**src/rtl/tri_read_arbiter.sv**
```systemverilog
// Round-robin arbiter sharing one triangle-reader fetch port among NREQ units.
// One fetch in flight at a time; the fetched block is returned on a shared bus
// with a one-cycle one-hot valid pulse to the requester that was granted.
module tri_read_arbiter #(
   parameter int unsigned NREQ    = 4,
   parameter int unsigned NDWORDS = 9
) (
   input  logic                    clk,
   input  logic                    reset,
   input  logic [NREQ-1:0]         req_read,
   input  logic [32*NREQ-1:0]      req_index,
   output logic [32*NDWORDS-1:0]   req_data,
   output logic [NREQ-1:0]         req_valid,
   output logic                    tr_read,
   output logic [31:0]             tr_index,
   input  logic                    tr_iready,
   input  logic                    tr_ovalid,
   input  logic [32*NDWORDS-1:0]   tr_data,
   output logic [15:0]             max_latency
);

   localparam int unsigned BLOCKSZ = 32*NDWORDS;
   localparam int unsigned PW      = (NREQ > 1) ? $clog2(NREQ) : 1;
   localparam int unsigned LW      = 16;

   typedef enum logic [1:0] {
      IDLE = 2'd0,
      BUSY = 2'd1,
      RESP = 2'd2
   } state_t;

   state_t              state_q;
   state_t              state_d;
   logic [PW-1:0]       rr_ptr;
   logic [PW-1:0]       grant;
   logic [PW-1:0]       pick;
   logic [PW-1:0]       cand;
   logic                pick_valid;
   logic [LW-1:0]       lat_cnt;
   logic [LW-1:0]       lat_inc;
   logic [31:0]         idx_arr [NREQ];

   logic [PW-1:0]       rr_ptr_d;
   logic [PW-1:0]       grant_d;
   logic [31:0]         tr_index_d;
   logic                tr_read_d;
   logic [NREQ-1:0]     req_valid_d;
   logic [BLOCKSZ-1:0]  req_data_d;
   logic [LW-1:0]       lat_cnt_d;
   logic [LW-1:0]       max_latency_d;

   // Modulo-NREQ addition; explicit wrap so non-power-of-2 NREQ works.
   function automatic logic [PW-1:0] wrap_add(input logic [PW-1:0] base, input int unsigned off);
      int unsigned s;
      s = 32'(base) + off;
      if (s >= NREQ) s = s - NREQ;
      return PW'(s);
   endfunction

   // Unpack the flat per-requester index bus.
   for (genvar g = 0; g < NREQ; g++) begin : g_idx
      assign idx_arr[g] = req_index[32*g +: 32];
   end

   // Saturating increment of the busy-cycle counter.
   assign lat_inc = (lat_cnt == '1) ? lat_cnt : lat_cnt + LW'(1);

   // Round-robin pick: first active requester starting at rr_ptr.
   always_comb begin
      pick_valid = 1'b0;
      pick       = '0;
      cand       = '0;
      for (int unsigned i = 0; i < NREQ; i++) begin
         cand = wrap_add(rr_ptr, i);
         if (!pick_valid && req_read[cand]) begin
            pick_valid = 1'b1;
            pick       = cand;
         end
      end
   end

   // State register.
   always_ff @(posedge clk) begin
      if (reset) state_q <= IDLE;
      else       state_q <= state_d;
   end

   // Next-state logic.
   always_comb begin
      state_d = state_q;
      case (state_q)
         IDLE:    if (pick_valid && tr_iready) state_d = BUSY;
         BUSY:    if (tr_ovalid) state_d = RESP;
         RESP:    state_d = IDLE;
         default: state_d = IDLE;
      endcase
   end

   // Output / datapath next values; registered below.
   always_comb begin
      rr_ptr_d      = rr_ptr;
      grant_d       = grant;
      tr_index_d    = tr_index;
      tr_read_d     = 1'b0;
      req_valid_d   = '0;
      req_data_d    = req_data;
      lat_cnt_d     = lat_cnt;
      max_latency_d = max_latency;
      case (state_q)
         IDLE: begin
            if (pick_valid && tr_iready) begin
               grant_d    = pick;
               tr_index_d = idx_arr[pick];
               tr_read_d  = 1'b1;
            end
         end
         BUSY: begin
            lat_cnt_d = lat_inc;
            if (tr_ovalid) begin
               req_data_d         = tr_data;
               req_valid_d[grant] = 1'b1;
               rr_ptr_d           = wrap_add(grant, 1);
               if (lat_inc > max_latency) max_latency_d = lat_inc;
            end else begin
               tr_read_d = 1'b1;
            end
         end
         RESP: begin
            lat_cnt_d = '0;
         end
         default: begin
            lat_cnt_d = '0;
         end
      endcase
   end

   // Registered outputs and arbitration state.
   always_ff @(posedge clk) begin
      if (reset) begin
         rr_ptr      <= '0;
         grant       <= '0;
         tr_index    <= '0;
         tr_read     <= 1'b0;
         req_valid   <= '0;
         req_data    <= '0;
         lat_cnt     <= '0;
         max_latency <= '0;
      end else begin
         rr_ptr      <= rr_ptr_d;
         grant       <= grant_d;
         tr_index    <= tr_index_d;
         tr_read     <= tr_read_d;
         req_valid   <= req_valid_d;
         req_data    <= req_data_d;
         lat_cnt     <= lat_cnt_d;
         max_latency <= max_latency_d;
      end
   end

endmodule

```
**config.mk**
```make
export PLATFORM = sky130hd
export DESIGN_NAME = tri_read_arbiter
export DESIGN_NICKNAME = d
export VERILOG_FILES = /design/src/rtl/tri_read_arbiter.sv
export SDC_FILE = /design/constraint.sdc
export NUM_CORES = 1
export LEC_CHECK = 0
export BUFFER_PORTS_ARGS = -buffer_cell sky130_fd_sc_hd__buf_2
export CORE_AREA = 2 2 296 298
export CTS_CLUSTER_DIAMETER = 120
export DETAILED_ROUTE_END_ITERATION = 7
export DIE_AREA = 0 0 298 300
export PLACE_DENSITY_LB_ADDON = 0.12
export SKIP_CTS_REPAIR_TIMING = 1
export SLEW_MARGIN = 20
export SYNTH_ARGS = -nofsm -noshare
export SYNTH_HDL_FRONTEND = slang
export SYNTH_SLANG_ARGS = --single-unit
```
**constraint.sdc**
```tcl
create_clock -name clk -period 6.75 [get_ports clk]
set_clock_uncertainty 0.15 [all_clocks]
set_input_delay 0 -clock clk [delete_from_list [all_inputs] [get_ports clk]]
set_output_delay 0 -clock clk [all_outputs]
set_load 0.02 [all_outputs]
```
==> results.sh, run 1 <==
export IMPL_cts_buffers_inserted=46
export IMPL_first_global_vias=14320
export IMPL_period_share=0.7123
export IMPL_slowest_stage="o311a_1"
export IMPL_viasPerCell=3.998
export IMPL_regToRegSetupSlack_ns=1.94
export IMPL_synth_simple_area_share=0.2101
export IMPL_drc_errors=0
export IMPL_first_pass_iters=6
export IMPL_cp_cell_sequence="ha_1, nand3_1, nor4_1, nor3_1, or2_2, ha_1, nand4_1, or4_1, a21oi_1, o311a_1, mux2_2"
export IMPL_vias=16290
export IMPL_antenna_left=0
export IMPL_critPathLaunchType="flip-flop"
export IMPL_synth_top_family_by_area="simple AND/OR/NAND/NOR gates"
export IMPL_dieArea_mm2=0.08940
export IMPL_synth_xor_area_frac=0.004244
export IMPL_netlist_cell_type_count=52
export IMPL_syn_nets=2188
export IMPL_synth_async_reset_ratio=0
export IMPL_syn_inst=1743
export IMPL_fin_setup_tns_ns=0
export IMPL_holdPathStages=5
export IMPL_multiInputGateArea_mm2=0.006277
export IMPL_worst_ep_required_time_ns=7.05
export IMPL_avgRoutedWirePerCell_um=15.30
export IMPL_synthMuxAreaShare=0.06419
export IMPL_globalRouteOverflowTotal=0
export IMPL_holdWs_ns=-0.008797
export IMPL_cts_sinks=363
export IMPL_timing_rr_start="lat_cnt[0]$_SDFFE_PP0N_"
export IMPL_critPathMaxStageDelay_ns=0.80
export IMPL_final_util=0.2910
export IMPL_layout_common_cells="buf_2, nand2_1, dlygate4sd3_1"
export IMPL_cts_tree="built"
export IMPL_grt_usage=0.1248
export IMPL_yosysWarnings=0
export IMPL_crit_arrival_ns=5.11
export IMPL_reg2reg_depth=11
export IMPL_rows=108
export IMPL_critPathTopFamily="simple AND/OR/NAND/NOR gates"
export IMPL_status="complete, but fails checks"
export IMPL_powerDensity_mw_per_mm2=226.3
export IMPL_synth_area_mm2=0.01415
export IMPL_clock_path_buffers=3
export IMPL_crit_fanout=16
export IMPL_die_w_um=298
export IMPL_synth_main_ff_cell="dfxtp_1"
export IMPL_worstMarginPinSlew_ns=1.146
export IMPL_hpwl_um=43120
export IMPL_fin_cells=4075
export IMPL_grt_pass1_wl_um=87730
export IMPL_max_cap_viol_count=0
export IMPL_synth_seq_cells=363
export IMPL_cts_htree_levels=2
export IMPL_min_period_ns=4.808
export IMPL_leakage_nw=11.46
export IMPL_violations="negative hold slack"
export IMPL_num_nets_final=3327
export IMPL_placed_cells=3543
export IMPL_hold_end="grant[0]$_SDFFE_PP0P_"
export IMPL_antenna_found_initial=0
export IMPL_path_class="flip-flop to flip-flop"
export IMPL_root_buffer="clkbuf_16"
export IMPL_ir_drop_v=0.0001457
export IMPL_dieHeight_um=300
export IMPL_min_from="tr_iready"
export IMPL_relSlewSlack=0.2358
export IMPL_num_io_pins=765
export IMPL_fmax_mhz=208.0
export IMPL_drt_initial_drc_count=775
export IMPL_cpMostUsedCell="ha_1"
export IMPL_hold_viol_final=1
export IMPL_gp_congestion=0.9568
export IMPL_ys_seq_area_frac=0.5135
export IMPL_nFillCells=9418
export IMPL_setup_violations=0
export IMPL_syn_to_final_growth_pct=77.27
export IMPL_clock_latency_ns=0.57
export IMPL_regToRegEndpoint="max_latency[8]$_SDFFE_PP0P_"
export IMPL_avgSynthCellArea_um2=8.119
export IMPL_synth_compound_area_share=0.1453
export IMPL_synth_edf_count=0
export IMPL_final_common_cell="buf_2"
export IMPL_diodes=0
export IMPL_initial_core_util=0.1641
export IMPL_crit_path_end_kind="flip-flop"
export IMPL_port_buffer_count=764
export IMPL_ff_latch_area_mm2=0.007267
export IMPL_synth_fa_ha_area_frac=0.01857
export IMPL_min_path_type="primary input to flip-flop"
export IMPL_wirelength_um=62340
export IMPL_grt_max_degree=187
export IMPL_clkTransAtPathRegs_ns=0.06
export IMPL_grt_setup_unrepaired="false"
export IMPL_cp_buffers_inverters=0
export IMPL_core_area_mm2=0.08621
export IMPL_drive_gt1_frac=0.2990
export IMPL_report_final_slew_viol_count=0
[metal layers]
layer,vias to the layer above,global-route usage,part of all wire
li1,8100,-,-
met1,7593,0.1347,0.39
met2,507,0.2259,0.52
met3,93,0.04401,0.066
met4,0,0.04188,0.025
met5,-,0,0
[registers in the layout, summed over array words and instances, names as in the netlist]
name and cells:
grant 2, lat_cnt 16, max_latency 16, req_data 288, req_valid 4, rr_ptr 2
state_q 2, tr_index 32, tr_read 1
[worst max path at each step]
stage / start / slack [ns] / end / cells past startpoint
4_1_cts: lat_cnt[0]$_SDFFE_PP0N_ / 1.90 / max_latency[8]$_SDFFE_PP0P_ / 11
6_report: lat_cnt[0]$_SDFFE_PP0N_ / 1.94 / max_latency[8]$_SDFFE_PP0P_ / 11
3_3_place_gp: lat_cnt[0]$_SDFFE_PP0N_ / 2.06 / max_latency[1]$_SDFFE_PP0P_ / 11
2_1_floorplan: lat_cnt[0]$_SDFFE_PP0N_ / 2.96 / max_latency[0]$_SDFFE_PP0P_ / 13
5_1_grt: lat_cnt[0]$_SDFFE_PP0N_ / 1.50 / max_latency[8]$_SDFFE_PP0P_ / 11
3_5_place_dp: lat_cnt[0]$_SDFFE_PP0N_ / 1.93 / max_latency[0]$_SDFFE_PP0P_ / 11
[synthesized netlist by cell type (3+ instances only)]
master / n / area (um^2)
buf_2: 12 / 60.06
o21ai_0: 12 / 60.06
inv_1: 23 / 86.33
nor2_1: 27 / 101.4
clkbuf_1: 100 / 375.4
o221ai_1: 32 / 280.3
mux2_2: 6 / 67.56
mux2i_1: 84 / 840.8
nand4_2: 3 / 37.54
a21oi_1: 309 / 1546
or3_1: 5 / 31.28
nand3_1: 42 / 210.2
dfxtp_1: 363 / 7267
or2_2: 4 / 25.02
and3_1: 7 / 43.79
buf_1: 15 / 56.30
a21o_1: 4 / 30.03
nor4_1: 5 / 31.28
xor2_1: 4 / 35.03
nand4_1: 5 / 31.28
nor2b_1: 3 / 18.77
nand2b_1: 7 / 43.79
ha_1: 21 / 262.8
nand2_1: 611 / 2293
nor3_1: 4 / 20.02
[power by group]
group	total (mW)	leakage, nW	internal (mW)	switching [mW]
combinational	0.858	7.72	0.421	0.437
sequential	2.28	2.95	2.23	0.0467
clock	2.54	0.784	1.53	1.01
[through the flow]
stage	setup WS (ns)	area, um^2	power, mW
2_1_floorplan	2.963	14150	2.661
3_3_place_gp	2.058	19040	2.961
3_5_place_dp	1.935	19040	2.966
4_1_cts	1.900	20620	5.583
5_1_grt	1.501	25090	5.965
6_report	1.942	25090	5.676
[cells by family (layout without fill, tap and decap cells)]
group / Yosys count / after routing
DFF: 363 / 363
and+or+nand+nor: 734 / 734
adders and majority gates: 21 / 21
muxes: 90 / 90
xor gates and xnor gates: 6 / 6
buffers and inverters: 155 / 1332
AOI/OAI and AO/OA: 374 / 374
[layout make-up]
cell class	instances	share of cell area
clock inverters	10	0.004040
repair buffers	1222	0.3360
flip-flops and latches	363	0.2897
inverters	24	0.003591
multi-input cells	1225	0.2502
clock buffers	76	0.05881
well taps	1155	0.05761
[worst reg2reg max path, delay by kind of cell (launching register included)]
family                   cells  cell delay, ns
AO/OA/AOI/OAI                2            0.97
multiplexers                 1            0.41
adder cells (fa/ha/maj)      2            0.55
flip-flops                   1            0.46
AND/OR/NAND/NOR              6            2.14
(Power assumes the default switching activity.)
==> run 2, diff against run 1 <==
CORE_AREA = 2 2 297 299   (was 2 2 296 298)
DIE_AREA = 0 0 299 301   (was 0 0 298 300)
clock period = 4.5 ns   (was 6.75 ns; I/O delays follow)
==> run 2 against run 1 <==
Net effect:
- the flow still finishes with violations (negative hold slack)
- fmax up 15%
- combinational power up 52%
- hold slack worse by 0.036 ns
- clock power up 47%
- largest cell class unchanged
- largest power group unchanged
- highest routed layer is now met5
==> results.sh, run 2 (same netlist as run 1, synthesis figures left out) <==
export IMPL_wl_met3_um=4268
export IMPL_clkTransAtPathRegs_ns=0.06
export IMPL_fin_cells=4066
export IMPL_grt_max_degree=194
export IMPL_relSlewSlack=0.2531
export IMPL_dieHeight_um=301
export IMPL_crit_arrival_ns=4.53
export IMPL_place_ws_ns=0.3162
export IMPL_status="complete, but fails checks"
export IMPL_core_area_mm2=0.08648
export IMPL_grt_usage=0.1263
export IMPL_placed_cells=3559
export IMPL_root_buffer="clkbuf_16"
export IMPL_p_sw_mw=2.271
export IMPL_p_int_mw=6.178
export IMPL_cts_buffers_inserted=48
export IMPL_path_class="flip-flop to flip-flop"
export IMPL_p_seq_frac=0.404
export IMPL_fin_setup_tns_ns=0
export IMPL_num_nets_final=3318
export IMPL_cts_tree="built"
export IMPL_setup_violations=0
export IMPL_initial_core_util=0.1636
export IMPL_port_buffer_count=764
export IMPL_pwr_share_comb=0.153
export IMPL_antenna_left=0
export IMPL_min_period_ns=4.185
export IMPL_leakage_nw=11.31
export IMPL_crit_path_end_kind="flip-flop"
export IMPL_wl_met1_um=24550
export IMPL_drt_initial_drc_count=907
export IMPL_largestRegisters="req_data x288, tr_index x32"
export IMPL_fmax_mhz=239.0
export IMPL_dieArea_mm2=0.09000
export IMPL_grt_pass1_wl_um=89440
export IMPL_ir_drop_v=0.0002178
export IMPL_num_io_pins=765
export IMPL_layout_common_cells="buf_2, nand2_1, dlygate4sd3_1"
export IMPL_min_path_type="primary input to flip-flop"
export IMPL_drive_gt1_frac=0.3031
export IMPL_cts_sinks=363
export IMPL_wirelength_um=63340
export IMPL_violations="negative hold slack"
export IMPL_first_pass_iters=6
export IMPL_finalWorstSetupSlack_ns=0.3152
export IMPL_globalRouteOverflowTotal=0
export IMPL_powerDensity_mw_per_mm2=339.4
export IMPL_grt_setup_unrepaired="false"
export IMPL_top_layer_used="met5"
export IMPL_final_common_cell="buf_2"
export IMPL_hold_viol_final=1
export IMPL_regMostFlops="req_data"
export IMPL_cp_startpoint="lat_cnt[0]$_SDFFE_PP0N_"
export IMPL_clock_path_buffers=3
export IMPL_gp_congestion=0.8935
export IMPL_clockPowerShare=0.443
export IMPL_clock_latency_ns=0.57
export IMPL_swShare=0.2688
export IMPL_antenna_found_initial=2
export IMPL_die_w_um=299
export IMPL_met2_length_um=32590
export IMPL_holdWs_ns=-0.04463
export IMPL_drc_errors=0
export IMPL_max_cap_viol_count=0
export IMPL_period_share=0.9300
export IMPL_largest_register_ffs=288
export IMPL_min_from="tr_iready"
export IMPL_timing_rr_start="lat_cnt[0]$_SDFFE_PP0N_"
export IMPL_report_final_slew_viol_count=0
export IMPL_hpwl_um=44580
export IMPL_first_global_vias=14500
export IMPL_vias=16330
export IMPL_rows=108
export IMPL_cts_htree_levels=2
export IMPL_worst_ep_required_time_ns=4.85
export IMPL_avgRoutedWirePerCell_um=15.58
export IMPL_syn_to_final_growth_pct=75.91
export IMPL_critPathLaunchType="flip-flop"
export IMPL_viasPerCell=4.016
export IMPL_worstMarginPinSlew_ns=1.120
export IMPL_crit_fanout=11
## run 2: changes by cell type in the layout (fill, tap and decap cells not counted), sizes merged
cell         before  now
buf             776  792
bufinv            1    2
clkbuf           76   73
clkinv            6    9
clkinvlp          0    1
diode             0    1
dlygate4sd3     446  419
inv              27   26
## run 2: per-stage QoR
stage	power (mW)	area (um^2)	util
floorplan	3.991	14150	-
global placement	4.457	19190	0.2218
detailed placement	4.460	19190	0.2218
CTS	8.298	20700	0.2393
global route	8.872	24890	0.2878
finish	8.449	24890	0.2878
## run 2: metal layers
layer,global-route usage,up-vias
met2,0.2308,564
met1,0.1366,7597
met3,0.04040,99
li1,-,8067
met4,0.04321,2
met5,0,-
## run 2: worst max-delay path, cell delays in order, from the launching register on
cell	delay [ns]
dfxtp_1	0.47
ha_1	0.25
nand3_1	0.13
or4_4	0.62
and3_1	0.23
or2_1	0.21
ha_1	0.31
nand4_1	0.13
or4_1	0.57
a21oi_1	0.17
o311a_1	0.41
buf_4	0.27
mux2i_1	0.20
## run 2: cell type report
class / count / area (um^2)
Multi-Input combinational cell: 1225 / 6277
Inverter: 24 / 90.09
Fill cell: 9445 / 61590
Clock buffer: 73 / 1365
Sequential cell: 363 / 7267
Tap cell: 1155 / 1445
Clock inverter: 14 / 145.1
Antenna cell: 1 / 2.502
Timing Repair Buffer: 1211 / 8300
## run 2: power by group through the flow
| stage | Sequential, mW | Clock [mW] | Combinational (mW) |
|---|---|---|---|
| after floorplan | 3.63 | 0 | 0.363 |
| after global placement | 3.47 | 0 | 0.982 |
| after detailed placement | 3.48 | 0 | 0.981 |
| after CTS | 3.41 | 3.91 | 0.984 |
| after global routing | 3.43 | 4.04 | 1.41 |
| final | 3.41 | 3.74 | 1.30 |
## run 2: path summary, 6_finish.rpt
| path | to | slack (ns) | depth (start not counted) |
|---|---|---|---|
| worst max-delay path | max_latency[11]$_SDFFE_PP0P_ | 0.32 | 12 |
| worst min-delay path | state_q[0]$_SDFFE_PP0P_ | -0.04 | 4 |
| worst max register to register | max_latency[11]$_SDFFE_PP0P_ | 0.32 | 12 |
| worst min register to register | req_data[214]$_SDFFE_PP0P_ | 0.30 | 2 |
==> run 3, diff against run 2 <==
clock period = 4.71 ns   (was 4.5 ns; I/O delays follow)
==> run 3 against run 2 <==
Net effect:
- the flow now finishes without violations
- cell count up 1.3%
- clock power decreased by 3%
- critical path depth did not move
- total power decreased by 3.7%
- die area unchanged
- sequential power decreased by 4%
- first-iteration DRC count shrank 10%
- critical path type unchanged
- critical endpoint unchanged
==> results.sh, run 3 (same netlist as run 1, synthesis figures left out) <==
export IMPL_hold_viol_final=0
export IMPL_setup_violations=0
export IMPL_num_nets_final=3373
export IMPL_largest_register_ffs=288
export IMPL_final_area_mm2=0.02551
export IMPL_place_area_mm2=0.01914
export IMPL_regMostFlops="req_data"
export IMPL_swShare=0.2635
export IMPL_report_final_slew_viol_count=0
export IMPL_grt_usage=0.1244
export IMPL_max_cap_viol_count=0
export IMPL_ir_drop_v=0.0002233
export IMPL_powerDensity_mw_per_mm2=318.9
export IMPL_viasPerCell=4.050
export IMPL_power_mw=8.136
export IMPL_first_pass_iters=5
export IMPL_nFillCells=9371
export IMPL_p_int_mw=5.992
export IMPL_clock_path_buffers=3
export IMPL_p_sw_mw=2.144
export IMPL_min_path_type="primary input to flip-flop"
export IMPL_holdWs_ns=0.05435
export IMPL_grt_max_degree=163
export IMPL_root_buffer="clkbuf_16"
export IMPL_num_io_pins=765
export IMPL_critPathLaunchType="flip-flop"
export IMPL_port_buffer_count=764
export IMPL_pwr_share_comb=0.155
export IMPL_relSlewSlack=0.2725
export IMPL_grt_pass1_wl_um=87570
export IMPL_cts_buffers_inserted=48
export IMPL_min_period_ns=4.153
export IMPL_dieArea_mm2=0.09000
export IMPL_diodes=0
export IMPL_cts_htree_levels=2
export IMPL_crit_arrival_ns=4.49
export IMPL_fmax_mhz=240.8
export IMPL_syn_to_final_growth_pct=80.27
export IMPL_final_common_cell="buf_2"
export IMPL_clkTransAtPathRegs_ns=0.06
export IMPL_clock_latency_ns=0.57
export IMPL_antenna_found_initial=0
export IMPL_globalRouteOverflowTotal=0
export IMPL_period_share=0.8818
export IMPL_largestRegisters="req_data x288, tr_index x32"
export IMPL_grtUsageMet2=0.2298
export IMPL_cts_tree="built"
export IMPL_hpwl_um=43950
export IMPL_initial_core_util=0.1636
export IMPL_path_class="flip-flop to flip-flop"
export IMPL_status="finished clean"
export IMPL_crit_fanout=11
export IMPL_grt_util_met1=0.1334
export IMPL_worstMarginPinSlew_ns=1.091
export IMPL_antenna_left=0
export IMPL_cts_sinks=363
export IMPL_dieHeight_um=301
export IMPL_first_global_vias=14540
export IMPL_regToRegSetupSlack_ns=0.56
export IMPL_crit_path_end_kind="flip-flop"
export IMPL_clockPowerShare=0.445
export IMPL_core_area_mm2=0.08648
export IMPL_drt_initial_drc_count=813
export IMPL_top_usage_layer="met2"
export IMPL_layout_common_cells="buf_2, nand2_1, dlygate4sd3_1"
export IMPL_p_seq_frac=0.400
export IMPL_drive_gt1_frac=0.2954
export IMPL_fin_setup_tns_ns=0
export IMPL_gp_congestion=0.8650
export IMPL_wirelength_um=63560
export IMPL_grt_setup_unrepaired="false"
export IMPL_final_util=0.2950
export IMPL_grt_util_met3=0.04040
export IMPL_worst_ep_required_time_ns=5.05
export IMPL_leakage_nw=11.70
export IMPL_avgRoutedWirePerCell_um=15.43
export IMPL_vias=16690
export IMPL_die_w_um=299
export IMPL_rows=108
export IMPL_drc_errors=0
==> run 3: metal layers <==
layer,share of wire,routed length (um)
met5,0,0
met2,0.52,33100
met3,0.068,4301
met4,0.027,1701
met1,0.38,24460
==> run 3: worst max-delay path, stage by stage (launching register included) <==
cell and delay (ns):
dfxtp_1 0.46, ha_1 0.25, nand3_1 0.13, or4_4 0.62
and3_1 0.23, or2_1 0.21, ha_1 0.31, nand4_1 0.13
or4_1 0.56, a21oi_1 0.15, o311a_1 0.36, buf_4 0.29
mux2i_1 0.21
==> run 3: stage by stage <==
step | setup WS (ns) | instances
2_1_floorplan | 0.9231 | 1743
6_report | 0.5566 | 4120
3_3_place_gp | 0.6265 | 3551
4_1_cts | 0.5441 | 3638
3_5_place_dp | 0.5478 | 3551
5_1_grt | 0.3195 | 4120
==> run 3: final cells by class <==
cell class              instances  area (um^2)  area share
repair buffers               1266         8884      0.3482
flip-flops and latches        363         7267      0.2849
multi-input cells            1225         6280      0.2462
well taps                    1155         1445     0.05665
clock buffers                  76         1428     0.05596
clock inverters                11        115.1    0.004512
inverters                      24        91.34    0.003581
==> run 3: final timing paths <==
check | startpoint | to | cells after the start
worst max-delay path | lat_cnt[0]$_SDFFE_PP0N_ | max_latency[11]$_SDFFE_PP0P_ | 12
worst min-delay path | tr_data[48] | req_data[48]$_SDFFE_PP0P_ | 4
worst max register to register | lat_cnt[0]$_SDFFE_PP0N_ | max_latency[11]$_SDFFE_PP0P_ | 12
worst min register to register | req_data[156]$_SDFFE_PP0P_ | req_data[156]$_SDFFE_PP0P_ | 2
==> run 3: power by group through the flow <==
stage / logic [mW] / clock network, mW / registers (mW)
6_report: 1.26 / 3.62 / 3.26
5_1_grt: 1.37 / 3.91 / 3.27
4_1_cts: 0.937 / 3.79 / 3.26
2_1_floorplan: 0.346 / 0 / 3.47
3_5_place_dp: 0.934 / 0 / 3.32
3_3_place_gp: 0.933 / 0 / 3.32
